<file path="config.mk">
export PLATFORM = sky130hd
export DESIGN_NAME = fft4_stream_pipe
export DESIGN_NICKNAME = d
export VERILOG_FILES = /design/src/rtl/fft_pkg.sv /design/src/rtl/fft_bfly2.sv /design/src/rtl/fft4_stream_pipe.sv
export SDC_FILE = /design/constraint.sdc
export NUM_CORES = 1
export LEC_CHECK = 0
export ABC_AREA = 1
export CAP_MARGIN = 10
export CORE_AREA = 2 2 311 375
export DETAILED_ROUTE_END_ITERATION = 16
export DIE_AREA = 0 0 313 377
export SYNTH_ARGS = -nofsm -noshare
export SYNTH_HDL_FRONTEND = slang
export SYNTH_SLANG_ARGS = --single-unit
export TNS_END_PERCENT = 20
</file>
<file path="constraint.sdc">
create_clock -name clk -period 5.4 [get_ports clk]
set_input_delay 1.08 -clock clk [delete_from_list [all_inputs] [get_ports clk]]
set_output_delay 1.08 -clock clk [all_outputs]
set_load 0.02 [all_outputs]
</file>
<file path="src/rtl/fft_pkg.sv">
// Shared definitions for the streaming 4-point FFT: default widths and the
// per-frame mode word that travels down the pipeline with the data.
package fft_pkg;

  localparam int WIDTH_DEF = 16;
  localparam int CNT_W_DEF = 16;

  typedef struct packed {
    logic inverse;
    logic scale;
  } mode_t;

endpackage

</file>
<file path="src/rtl/fft_bfly2.sv">
// Radix-2 butterfly: a+b and a-b at IN_W+1 bits, optionally halved (floor).
module fft_bfly2 #(
  parameter int IN_W = 16
) (
  input  logic signed [IN_W-1:0] a,
  input  logic signed [IN_W-1:0] b,
  input  logic                   scale,
  output logic signed [IN_W:0]   sum,
  output logic signed [IN_W:0]   dif
);

  function automatic logic signed [IN_W:0] halve(input logic signed [IN_W:0] v,
                                                 input logic en);
    return en ? (v >>> 1) : v;
  endfunction

  logic signed [IN_W:0] sum_full;
  logic signed [IN_W:0] dif_full;

  assign sum_full = {a[IN_W-1], a} + {b[IN_W-1], b};
  assign dif_full = {a[IN_W-1], a} - {b[IN_W-1], b};

  assign sum = halve(sum_full, scale);
  assign dif = halve(dif_full, scale);

endmodule

</file>
<file path="src/rtl/fft4_stream_pipe.sv">
// Streaming 4-point radix-2 DIT FFT/IFFT, one frame per cycle, two register
// stages with valid/ready flow control on both sides and an output frame counter.
module fft4_stream_pipe
  import fft_pkg::*;
#(
  parameter int WIDTH = WIDTH_DEF,
  parameter int CNT_W = CNT_W_DEF
) (
  input  logic                   clk,
  input  logic                   rst_n,
  input  logic                   in_valid,
  output logic                   in_ready,
  input  logic                   in_inverse,
  input  logic                   in_scale,
  input  logic [4*WIDTH-1:0]     x_re,
  input  logic [4*WIDTH-1:0]     x_im,
  output logic                   out_valid,
  input  logic                   out_ready,
  output logic                   out_inverse,
  output logic [4*(WIDTH+2)-1:0] y_re,
  output logic [4*(WIDTH+2)-1:0] y_im,
  output logic [CNT_W-1:0]       frame_cnt
);

  localparam int S1_W  = WIDTH + 1;
  localparam int OUT_W = WIDTH + 2;

  logic signed [WIDTH-1:0] xr [4];
  logic signed [WIDTH-1:0] xi [4];
  logic signed [S1_W-1:0]  s1r [4];
  logic signed [S1_W-1:0]  s1i [4];
  logic signed [S1_W-1:0]  ar_p1 [4];
  logic signed [S1_W-1:0]  ai_p1 [4];
  logic                    vld_p1;
  mode_t                   mode_p1;
  mode_t                   in_mode;

  logic signed [OUT_W-1:0] y0r, y2r, y0i, y2i;
  logic signed [OUT_W-1:0] ps, pd, qs, qd;
  logic signed [OUT_W-1:0] yr [4];
  logic signed [OUT_W-1:0] yi [4];

  logic s1_en;
  logic s2_en;

  assign s2_en    = !out_valid || out_ready;
  assign s1_en    = !vld_p1 || s2_en;
  assign in_ready = s1_en;
  assign in_mode  = mode_t'{inverse: in_inverse, scale: in_scale};

  for (genvar k = 0; k < 4; k++) begin : g_unpack
    assign xr[k] = x_re[k*WIDTH +: WIDTH];
    assign xi[k] = x_im[k*WIDTH +: WIDTH];
  end

  // ---- stage 1: even/odd 2-point butterflies on the raw input ----
  fft_bfly2 #(.IN_W(WIDTH)) u_s1_r02 (.a(xr[0]), .b(xr[2]), .scale(in_scale), .sum(s1r[0]), .dif(s1r[2]));
  fft_bfly2 #(.IN_W(WIDTH)) u_s1_r13 (.a(xr[1]), .b(xr[3]), .scale(in_scale), .sum(s1r[1]), .dif(s1r[3]));
  fft_bfly2 #(.IN_W(WIDTH)) u_s1_i02 (.a(xi[0]), .b(xi[2]), .scale(in_scale), .sum(s1i[0]), .dif(s1i[2]));
  fft_bfly2 #(.IN_W(WIDTH)) u_s1_i13 (.a(xi[1]), .b(xi[3]), .scale(in_scale), .sum(s1i[1]), .dif(s1i[3]));

  always_ff @(posedge clk or negedge rst_n) begin
    if (!rst_n) begin
      vld_p1  <= 1'b0;
      mode_p1 <= '0;
      ar_p1   <= '{default: '0};
      ai_p1   <= '{default: '0};
    end else if (s1_en) begin
      vld_p1 <= in_valid;
      if (in_valid) begin
        mode_p1 <= in_mode;
        ar_p1   <= s1r;
        ai_p1   <= s1i;
      end
    end
  end

  // ---- stage 2: combine halves; the -j/+j twiddle is folded into operand pairing ----
  fft_bfly2 #(.IN_W(S1_W)) u_s2_r01 (.a(ar_p1[0]), .b(ar_p1[1]), .scale(mode_p1.scale), .sum(y0r), .dif(y2r));
  fft_bfly2 #(.IN_W(S1_W)) u_s2_i01 (.a(ai_p1[0]), .b(ai_p1[1]), .scale(mode_p1.scale), .sum(y0i), .dif(y2i));
  fft_bfly2 #(.IN_W(S1_W)) u_s2_rx  (.a(ar_p1[2]), .b(ai_p1[3]), .scale(mode_p1.scale), .sum(ps),  .dif(pd));
  fft_bfly2 #(.IN_W(S1_W)) u_s2_ix  (.a(ai_p1[2]), .b(ar_p1[3]), .scale(mode_p1.scale), .sum(qs),  .dif(qd));

  // Inverse simply exchanges bins 1 and 3 of the forward result.
  always_comb begin
    yr[0] = y0r;
    yi[0] = y0i;
    yr[2] = y2r;
    yi[2] = y2i;
    yr[1] = ps;
    yi[1] = qd;
    yr[3] = pd;
    yi[3] = qs;
    if (mode_p1.inverse) begin
      yr[1] = pd;
      yi[1] = qs;
      yr[3] = ps;
      yi[3] = qd;
    end
  end

  always_ff @(posedge clk or negedge rst_n) begin
    if (!rst_n) begin
      out_valid   <= 1'b0;
      out_inverse <= 1'b0;
      y_re        <= '0;
      y_im        <= '0;
    end else if (s2_en) begin
      out_valid <= vld_p1;
      if (vld_p1) begin
        out_inverse <= mode_p1.inverse;
        for (int k = 0; k < 4; k++) begin
          y_re[k*OUT_W +: OUT_W] <= yr[k];
          y_im[k*OUT_W +: OUT_W] <= yi[k];
        end
      end
    end
  end

  // ---- output handshake counter ----
  always_ff @(posedge clk or negedge rst_n) begin
    if (!rst_n) begin
      frame_cnt <= '0;
    end else if (out_valid && out_ready) begin
      frame_cnt <= frame_cnt + 1'b1;
    end
  end

endmodule

</file>
## Word-level counts from Yosys, hierarchy flattened

Cells that the tools add are included.

| word-level totals | value |
|---|---|
| bits of input ports | 134 |
| register bits after elaboration | 301 |
| output and inout bits | 163 |
| word-level logic and storage cells | 60 |

| cells by class | value |
|---|---|
| add/subtract/negate cells | 17 |
| reductions and logical operators | 7 |
| muxes and demuxes | 20 |

Operator list:

| kind | number |
|---|---|
| 2-to-1 mux 17 bit | 8 |
| 2-to-1 mux 16 bit | 8 |
| adder 17 x 17 -> 18 bit | 4 |
| 2-to-1 mux 18 bit | 4 |
| subtractor 17 x 17 -> 18 bit | 4 |
| adder 16 x 16 -> 17 bit | 4 |
| subtractor 16 x 16 -> 17 bit | 4 |
| adder 16 x 1 -> 16 bit (second input constant) | 1 |
| AND reduction 2 bit | 2 |
| logical NOT 1 bit | 2 |
| logical OR 1 bit | 2 |
| logical AND 1 bit | 1 |

## Longest topological paths before layout

Gate-level depths: netlist of the first run.

| logic depth | value |
|---|---|
| depth in word-level cells | 4 |
| mapped depth | 17 |
| depth with buffers taken out | 16 |

## Cells and area by module

A second synthesis of the first run with hierarchy kept.

| second synthesis, totals | value |
|---|---|
| cell total of the unflattened synthesis | 5189 |
| area, all modules | 31853.0 µm² |

By module, submodules not included:

| module | times used | seq. area each (µm²) | cells each | area an instance (µm²) |
|---|---|---|---|---|
| fft4_stream_pipe | 1 | 7532.2 | 1413 | 12219.2 |
| fft_bfly2 (u_s2_i01 ...) | 4 | 0.0 | 476 | 2571.2 |
| fft_bfly2 (u_s1_i13 ...) | 3 | 0.0 | 468 | 2334.7 |
| fft_bfly2 (u_s1_i02) | 1 | 0.0 | 468 | 2344.7 |

## Worst setup path before layout of the first run

Ideal clock, no wire load.

| timing | value |
|---|---|
| kind | input port to flip-flop |
| start point | in x_im[0] |
| end point | reg ai_p1[31] (netlist name) |
| cell stages on the path | 12 |
| path slack | 2738 ps |
| setup time | 124 ps |
| buffers on the path | 0 |
| required time | 5276 ps |
| arrival time | 2537 ps |
| cells stage by stage | inv_1 -> ha_1 -> fa_1 -> inv_1 -> nand2_1 -> o21ai_1 -> a21oi_1 -> nand3b_1 -> nand2_1 -> nand2_1 -> nand3_1 -> nand3_1 |

| on the way | value |
|---|---|
| longest elaborated chain between the ends | 2 |

RTL lines:

| element | line | source |
|---|---|---|
| start, declared | fft4_stream_pipe.sv:16 | `input logic [4*WIDTH-1:0] x_im,` |
| subtractor 16 x 16 -> 17 bit | fft_bfly2.sv:21 | `assign dif_full = {a[IN_W-1], a} - {b[IN_W-1], b};` |
| 2-to-1 mux 16 bit | fft_bfly2.sv:14 | `return en ? (v >>> 1) : v;` |
| end signal, assigned | fft4_stream_pipe.sv:73 | `ai_p1 <= s1i;` |
| end, declared | fft4_stream_pipe.sv:33 | `logic signed [S1_W-1:0] ai_p1 [4];` |

Every way passes these cells.
A chain may end at the register's enable or synchronous reset.

## Worst setup path in the final report of the first run

| timing | value |
|---|---|
| start point | in out_ready |
| end point | out in_ready |

| on the way | value |
|---|---|
| longest elaborated chain between the ends | 2 |

RTL lines:

| element | line | source |
|---|---|---|
| start, declared | fft4_stream_pipe.sv:18 | `input logic out_ready,` |
| logical OR 1 bit | fft4_stream_pipe.sv:46 | `assign s2_en = !out_valid \|\| out_ready;` |
| logical OR 1 bit | fft4_stream_pipe.sv:47 | `assign s1_en = !vld_p1 \|\| s2_en;` |
| end, declared | fft4_stream_pipe.sv:12 | `output logic in_ready,` |

Every way passes these cells.

==> flow_summary_export.csv, run 1 <==
group,metric,value,unit
run_status,outcome,"complete, no violations",
clock_network,cts_hold_buf,0,
logic_synthesis,synth_cells,4304,
logic_synthesis,syn_area,28400,µm²
worst_setup_path,end_kind,"primary output",
cells_and_area,fillers,12564,
cells_and_area,layout-drive-gt1-share,2.78,%
logic_synthesis,syn_nets,4719,
die,die_w,313,µm
sta,setup_viol,0,
worst_setup_path,cp_slowest_cell,"clkdlybuf4s50_1",
sta,fin_ws,1.68,ns
sta,clock_skew,0.0290,ns
logic_synthesis,synth_commonest_cells,"nand2_1, nand3_1, inv_1",
pwr,p_int,7.96,mW
cells_and_area,layout.cells.non_filler,6010,
pwr,peakVddDrop,0.212,mV
logic_synthesis,synth_ff_type,"dfrtp_1",
worst_setup_path,crit_type,"in2out",
cells_and_area,regArea,7540,µm²
cells_and_area,multiInputGateArea,18200,µm²
placed_design,dp_hpwl,95800,µm
die,dieHeight,377,µm
pwr,power_frac_seq,23.9,%
placed_design,placed_cells,5943,
clock_network,htreeDepth,2,
route,vias,29511,
pwr,totalPowerFinal,16.1,mW
die,core,114000,µm²
logic_synthesis,synth_seq_area_share,26.5,%
clock_network,post_cts_buffers,0,
pwr,clockPowerShare,16.7,%
worst_setup_path,cp.required,4.32,ns
worst_setup_path,arrival,2.64,ns
sta,max_freq,269,MHz
sta,whs,0.466,ns
logic_synthesis,synth_top_cell_by_area,"dfrtp_1",
clock_network,numCtsBuffers,35,
route,post_drt_wl_per_cell,19.4,µm
clock_network,worstSkewPairLatency,0.58,ns
clock_network,cts_max_path_buffers,3,
logic_synthesis,yosysMostFrequentCell,"nand2_1",
route,drt_drc_violations_left,0,
logic_synthesis,ys_seq_elements,301,
sta,drv_slew,0,
pwr,pwr_density_cell,475,nW/µm²
route,firstDrtPassIters,6,
route,final_antenna_net_count,0,
pwr,p_sw,8.18,mW
route,vias_per_cell,4.91,
clock_network,root_buffer,"clkbuf_16",
global_route,grt_util_all_layers,19.3,%
pwr,swShare,50.7,%
route,dr.first_iter.drc_count,2375,
worst_setup_path,critical-path-top-delay-family,"buffers and inverters",
sta,hold_viol_final,0,
die,ioPinCount,297,
cells_and_area,synthToLayoutAreaGrowth,19.3,%
logic_synthesis,synth.area.top_cells,"dfrtp_1, nand2_1, nand3_1",
cells_and_area,nets,4877,
sta,setup_tns,0,ns
global_route,grt_pass1_vias,28416,
route,routed_wl,117000,µm
sta,rsz0062_at_grt,"no",
logic_synthesis,synth_area_per_cell,6.61,µm²
logic_synthesis,ys_types,47,
placed_design,place_ws,1.67,ns
worst_setup_path,cpMostUsedCell,"clkdlybuf4s50_1",
worst_setup_path,crit_path_max_fanout,3,
pwr,p_comb_share,59.4,%
logic_synthesis,yosysTopAreaCellShare,26.5,%
sta,period_minus_slack,3.72,ns
global_route,grt_pass1_wl,176000,µm
placed_design,gp_congestion,0.992,
worst_setup_path,max_stage_delay,0.73,ns
logic_synthesis,synth_edf_count,0,
sta,worstMarginPinSlew,1.14,ns
global_route,antenna_found_initial,6,
worst_setup_path,crit_path_start_kind,"input pin",
worst_setup_path,cp_cell_sequence,"clkdlybuf4s50_1, inv_1, nand3_1, clkdlybuf4s50_1",
job,drv_cap,0,
global_route,overflow,0,
clock_network,clock-sinks,301,
worst_setup_path,cp_num_buf_inv,3,
logic_synthesis,async_flop_share,100,%
clock_network,cts.clk_slew.worst_paths,0.06,ns
worst_hold_path,worstHoldPathType,"reg2reg",
die,dieArea,118000,µm²
sta,max_slew_margin,24.1,%
logic_synthesis,yosys_warnings,0,
placed_design,numPortBuffers,296,
die,rows,136,
sta,period_share,68.9,%
global_route,grt_max_degree,101,
pwr,cellLeakagePower,16.8,nW
clock_network,ctsResizeCount,0,
die,start_util,24.9,%
clock_network,tritoncts,"built",
==> through the flow <==
step / utilization (%) / area (µm²)
CTS: 29.7 / 33900
finish: 29.7 / 33900
detailed placement: 28.6 / 32700
global route: 29.7 / 33900
global placement: 28.6 / 32700
floorplan: - / 28400
==> flip-flops by register name (all words and copies together), names as in the netlist <==
signal       cells
out_valid        1
y_re            72
ar_p1           68
ai_p1           68
y_im            72
frame_cnt       16
vld_p1           1
mode_p1          2
out_inverse      1
==> per-layer routing <==
layer  track usage, %  up-vias  wire (µm)
met4             8.45        6       5550
met2             31.4      897      53200
li1                 -    14473          -
met5                0        -         31
met1             25.0    13969      50800
met3             3.11      166       6840
==> layout by cell type (no fill, tap or decap), types with 98 or more instances in the layout <==
master,n
a21oi_1,231
ha_1,265
nor2_1,292
inv_1,480
nand3_1,758
xor2_1,98
dfrtp_1,300
o21ai_0,98
nand2_1,1162
clkdlybuf4s50_1,295
==> path summary, 6_finish.rpt <==
kind	start	to	slack [ns]	cells past startpoint
worst max-delay path	out_ready	in_ready	1.68	4
min in group asynchronous	rst_n	ar_p1[8]	0.53	1
worst max register to register	ai_p1[8]	y_re[66]	2.75	10
worst min register to register	frame_cnt[15]	frame_cnt[15]	0.47	1
max in group asynchronous	rst_n	ai_p1[0]	3.84	2
worst min-delay path	frame_cnt[15]	frame_cnt[15]	0.47	1
==> power by group through the flow <==
stage | combinational, mW | sequential, mW | clock [mW]
final | 9.58 | 3.86 | 2.70
after global routing | 10.6 | 3.94 | 2.84
after CTS | 9.55 | 3.86 | 2.77
after detailed placement | 9.51 | 3.90 | 0
after global placement | 9.50 | 3.88 | 0
after floorplan | 5.33 | 4.22 | 0
==> kinds of logic (layout without fill, tap and decap cells) <==
| group | Yosys count | count (layout) | share of synthesized area (%) |
|---|---|---|---|
| xor+xnor | 110 | 110 | 3.39 |
| flops | 301 | 301 | 26.5 |
| mux | 6 | 6 | 0.216 |
| simple gates | 2392 | 2392 | 36.6 |
| buf+inv | 690 | 875 | 9.61 |
| fa+ha+maj | 281 | 281 | 12.8 |
| compound gates | 524 | 524 | 11.0 |
| other cells | 0 | 3 | 0 |
==> worst reg2reg max path: stages, from the launching register on <==
cell and delay (ns):
dfrtp_1 0.53, inv_1 0.09, ha_1 0.41, o21ai_0 0.58
a21oi_1 0.12, nand3_1 0.25, nand2_1 0.10, nand3_1 0.11
nand3_1 0.13, nand3_1 0.14, nand3_1 0.07
==> final cells by class <==
cell class / instances / share of cell area [%]
Sequential cell: 301 / 22.2
Inverter: 495 / 5.48
Clock buffer: 44 / 2.95
Timing Repair Buffer: 316 / 9.29
Tap cell: 1518 / 5.59
Multi-Input combinational cell: 3313 / 53.6
Antenna cell: 3 / 0.0221
Clock inverter: 20 / 0.818
No activity file was read; power rests on OpenSTA's default activity.
==> run 2: changes to the inputs <==
- clock period: 5.4 -> 3.5 ns (I/O delays scaled with it)
==> run 2 against run 1 <==
  * Die area is the same
  * First-iteration DRC count up 1.6%
  * Final cell count is 0.60% higher
  * Non-clock buffer count up 44
  * Clock skew fell by 0.0072 ns
  * Combinational power is 57% higher
  * Hold slack worse by 0.34 ns
  * Critical path type unchanged
  * Critical endpoint unchanged
==> flow_summary_export.csv, run 2 (synthesis results as in run 1) <==
group,metric,value,unit
clock_network,cts_hold_buf,0,
worst_setup_path,end_kind,"primary output",
die,rows,136,
worst_setup_path,arrival,2.35,ns
sta,period_share,87.2,%
worst_setup_path,cp.required,2.80,ns
global_route,antenna_found_initial,2,
clock_network,tritoncts,"built",
worst_setup_path,max_stage_delay,0.77,ns
route,final_antenna_net_count,0,
job,drv_cap,0,
sta,clock_skew,0.0217,ns
cells_and_area,layout.cells.non_filler,6046,
sta,setup_tns,0,ns
placed_design,placed_cells,5987,
sta,worstMarginPinSlew,0.851,ns
worst_setup_path,cp_slowest_cell,"clkdlybuf4s50_1",
die,core,114000,µm²
route,drt_drc_violations_left,0,
cells_and_area,nets,4922,
sta,drv_slew,0,
pwr,pwr_density_cell,727,nW/µm²
sta,max_slew_margin,42.7,%
cells_and_area,final_common_cell,"nand2_1",
cells_and_area,fillers,12477,
route,dr.first_iter.drc_count,2412,
route,vias_per_cell,4.94,
global_route,grt_max_degree,139,
global_route,overflow,0,
clock_network,cts.clk_slew.worst_paths,0.06,ns
clock_network,htreeDepth,2,
pwr,peakVddDrop,0.327,mV
worst_setup_path,cp_num_buf_inv,3,
clock_network,numCtsBuffers,36,
cells_and_area,layout-drive-gt1-share,3.53,%
cells_and_area,top_regs,"y_im x72, y_re x72",
worst_setup_path,critical-path-top-delay-family,"buffers and inverters",
sta,hold_viol_final,0,
global_route,grt_pass1_vias,29069,
die,dieHeight,377,µm
clock_network,worstSkewPairLatency,0.58,ns
die,ioPinCount,297,
placed_design,dp_hpwl,98100,µm
clock_network,cts_max_path_buffers,3,
placed_design,gp_congestion,1.00,
worst_setup_path,crit_path_max_fanout,3,
sta,period_minus_slack,3.05,ns
worst_hold_path,worstHoldPathType,"in2async",
clock_network,ctsResizeCount,0,
placed_design,numPortBuffers,296,
clock_network,root_buffer,"clkbuf_16",
route,vias,29887,
global_route,grt_pass1_wl,180000,µm
worst_setup_path,crit_path_start_kind,"input pin",
worst_setup_path,crit_type,"in2out",
die,dieArea,118000,µm²
route,post_drt_wl_per_cell,19.7,µm
sta,setup_viol,0,
sta,rsz0062_at_grt,"no",
sta,max_freq,328,MHz
die,start_util,24.9,%
cells_and_area,synthToLayoutAreaGrowth,20.6,%
route,routed_wl,119000,µm
route,firstDrtPassIters,6,
worst_setup_path,cp_cell_sequence,"clkdlybuf4s50_1, inv_1, nand3_1, clkdlybuf4s50_1",
pwr,cellLeakagePower,17.0,nW
clock_network,post_cts_buffers,0,
cells_and_area,final_cell_mix,"nand2_1, nand3_1, inv_1, dfrtp_1, clkdlybuf4s50_1",
clock_network,clock-sinks,301,
run_status,outcome,"complete, no violations",
global_route,grt_util_all_layers,19.7,%
worst_setup_path,cpMostUsedCell,"clkdlybuf4s50_1",
die,die_w,313,µm
==> run 2: power by group <==
part / switching [mW] / internal (mW) / total, mW
Sequential: 1.29 / 4.71 / 6.00
Clock: 1.63 / 2.28 / 3.91
Combinational: 9.80 / 5.22 / 15.0
==> run 2: worst reg2reg max path, cell delays in order (launching register included) <==
cell	delay (ns)
dfrtp_1	0.42
ha_1	0.25
fa_1	0.42
inv_1	0.10
nand3_1	0.07
nand2_1	0.15
nand2_1	0.06
nand2_1	0.12
xor2_1	0.55
nand2_1	0.16
nand3_1	0.13
nand3_1	0.08
==> run 2: worst paths after layout <==
kind / startpoint / end / slack, ns / cells after the start
max: out_ready / in_ready / 0.45 / 4
min: rst_n / y_re[35] / 0.13 / 1
max reg2reg: ai_p1[0] / y_re[23] / 0.87 / 11
min reg2reg: frame_cnt[15] / frame_cnt[15] / 0.47 / 1
max in group asynchronous: rst_n / y_im[46] / 2.49 / 2
min in group clk: frame_cnt[15] / frame_cnt[15] / 0.47 / 1
==> run 2: final cells by class <==
cell class / instances / area [µm²] / area share, %
Multi-Input combinational cell: 3313 / 18200 / 53.1
Sequential cell: 301 / 7540 / 22.0
Timing Repair Buffer: 360 / 3610 / 10.5
Tap cell: 1518 / 1900 / 5.54
Inverter: 495 / 1860 / 5.42
Clock buffer: 48 / 1030 / 3.00
Clock inverter: 10 / 149 / 0.434
Antenna cell: 1 / 2.50 / 0.00730
==> run 2: stage by stage <==
step	power, mW	util (%)	cell area [µm²]	setup slack, ns	hold WS (ns)
4_1_cts	25.1	30.0	34300	0.467	0.153
3_3_place_gp	21.0	29.0	33100	0.280	0.461
5_1_grt	26.7	30.0	34300	0.402	0.173
3_5_place_dp	21.0	29.0	33100	0.247	0.466
2_1_floorplan	14.7	-	28400	1.22	0.404
6_report	24.9	30.0	34300	0.448	0.129
==> run 2: metal layers <==
metal	routed length (µm)	share of wire, %	global-route usage, %
met1	51800	43	25.3
met2	55800	47	33.0
met3	5870	4.9	2.42
met4	5650	4.7	8.58
met5	33	0.028	0
==> run 3: changes to the inputs <==
- PLACE_DENSITY: default -> 0.45
- clock period: 3.5 -> 3.2 ns (I/O delays scaled with it)
==> run 3 against run 2 <==
  * First-iteration DRC count fell by 10%
  * Sequential power rose by 8.0%
  * Hold slack got worse by 0.048 ns
  * Critical path type unchanged
  * Critical endpoint unchanged
==> flow_summary_export.csv, run 3 (synthesis results as in run 1) <==
group,metric,value,unit
clock_network,cts_max_path_buffers,3,
route,drt_drc_violations_left,0,
worst_setup_path,cpMostUsedCell,"clkdlybuf4s50_1",
global_route,grt_pass1_wl,185000,µm
sta,rsz0062_at_grt,"no",
worst_setup_path,cp.required,2.56,ns
sta,worstMarginPinSlew,0.861,ns
cells_and_area,top_regs,"y_im x72, y_re x72",
sta,setup_viol,0,
die,ioPinCount,297,
placed_design,dp_hpwl,102000,µm
worst_setup_path,cp_cell_sequence,"clkdlybuf4s50_1, inv_1, nand3_1, clkdlybuf4s50_1",
route,vias_per_cell,4.84,
clock_network,cts.clk_slew.worst_paths,0.06,ns
clock_network,htreeDepth,2,
die,die_w,313,µm
route,vias,29504,
worst_setup_path,max_stage_delay,0.70,ns
pwr,cellLeakagePower,17.2,nW
clock_network,root_buffer,"clkbuf_16",
cells_and_area,final_cell_mix,"nand2_1, nand3_1, inv_1, dfrtp_1, clkdlybuf4s50_1",
clock_network,numCtsBuffers,38,
global_route,grt_max_degree,139,
global_route,antenna_found_initial,4,
route,post_drt_wl_per_cell,20.2,µm
clock_network,tritoncts,"built",
worst_setup_path,end_kind,"primary output",
die,core,114000,µm²
cells_and_area,synthToLayoutAreaGrowth,22.0,%
route,final_antenna_net_count,0,
worst_hold_path,worstHoldPathType,"in2async",
clock_network,ctsResizeCount,0,
cells_and_area,layout-drive-gt1-share,4.48,%
sta,clock_skew,0.0206,ns
worst_setup_path,crit_type,"in2out",
route,firstDrtPassIters,6,
sta,fin_ws,0.313,ns
die,start_util,24.9,%
sta,max_freq,346,MHz
die,dieArea,118000,µm²
global_route,grt_util_all_layers,20.4,%
pwr,peakVddDrop,0.368,mV
die,rows,136,
clock_network,cts_hold_buf,0,
global_route,grt_pass1_vias,28793,
placed_design,place_ws,0.0328,ns
route,routed_wl,123000,µm
cells_and_area,final_common_cell,"nand2_1",
worst_setup_path,cp_slowest_cell,"clkdlybuf4s50_1",
worst_setup_path,cp_num_buf_inv,3,
job,drv_cap,0,
clock_network,worstSkewPairLatency,0.59,ns
sta,period_share,90.2,%
global_route,overflow,0,
worst_setup_path,critical-path-top-delay-family,"buffers and inverters",
sta,hold_viol_final,0,
run_status,outcome,"complete, no violations",
sta,setup_tns,0,ns
die,dieHeight,377,µm
worst_setup_path,arrival,2.25,ns
worst_setup_path,crit_path_max_fanout,3,
clock_network,clock-sinks,301,
cells_and_area,nets,4961,
sta,period_minus_slack,2.89,ns
worst_setup_path,crit_path_start_kind,"input pin",
placed_design,numPortBuffers,296,
sta,drv_slew,0,
route,dr.first_iter.drc_count,2168,
sta,max_slew_margin,42.0,%
clock_network,post_cts_buffers,0,
placed_design,gp_congestion,0.951,
pwr,pwr_density_cell,794,nW/µm²
-- run 3: cell count changes in the layout (fill, tap and decap cells not counted), sizes merged --
cell	previous run	this run
clkinvlp	1	0
inv	495	498
clkbuf	48	55
clkinv	6	10
bufinv	3	1
buf	65	102
diode	1	4
-- run 3: final cells by class --
class | count | area, µm²
sequential | 301 | 7540
clock buffer | 55 | 1100
inverter | 495 | 1860
timing repair buffer | 397 | 3940
antenna | 4 | 10.0
tap | 1518 | 1900
fill | 12539 | 79500
multi-input combinational | 3313 | 18200
clock inverter | 14 | 139
-- run 3: worst reg2reg max path: cells and delay by family, from the launching register on --
kind,cells,cell delay [ns]
buf+inv,3,0.34
fa+ha+maj,1,0.55
compound gates,2,0.50
simple gates,7,0.72
flops,1,0.39
-- run 3: metal layers --
layer	up-vias	part of all wire (%)	global-route usage [%]
met5	-	0.011	0
met4	2	3.1	6.08
met3	131	5.0	2.76
met2	824	45	32.6
met1	13872	47	28.5
li1	14675	-	-
-- run 3: through the flow --
step	hold slack [ns]	area, µm²	power (mW)	util (%)	instances
after global routing	0.123	34700	29.7	30.4	6093
after global placement	0.465	33400	23.1	29.3	6024
after floorplan	0.344	28400	16.1	-	4304
after CTS	0.101	34700	27.7	30.4	6093
final	0.0811	34700	27.5	30.4	6097
after detailed placement	0.465	33400	23.1	29.3	6024
-- run 3: final timing paths --
check	startpoint	endpoint	cells after the start	slack, ns
setup / recovery	out_ready	in_ready	4	0.31
hold / removal	rst_n	y_re[69]	1	0.08
setup reg to reg	ar_p1[41]	y_re[52]	13	0.59
hold reg to reg	frame_cnt[15]	frame_cnt[15]	1	0.47
max in group asynchronous	rst_n	y_re[58]	2	2.32
min in group clk	frame_cnt[15]	frame_cnt[15]	1	0.47
-- run 3: power by group --
| part | total, mW | switching, mW | internal [mW] |
|---|---|---|---|
| clock network | 4.46 | 1.95 | 2.51 |
| registers | 6.48 | 1.32 | 5.16 |
| logic | 16.6 | 10.8 | 5.83 |
| total | 27.5 | 14.0 | 13.5 |
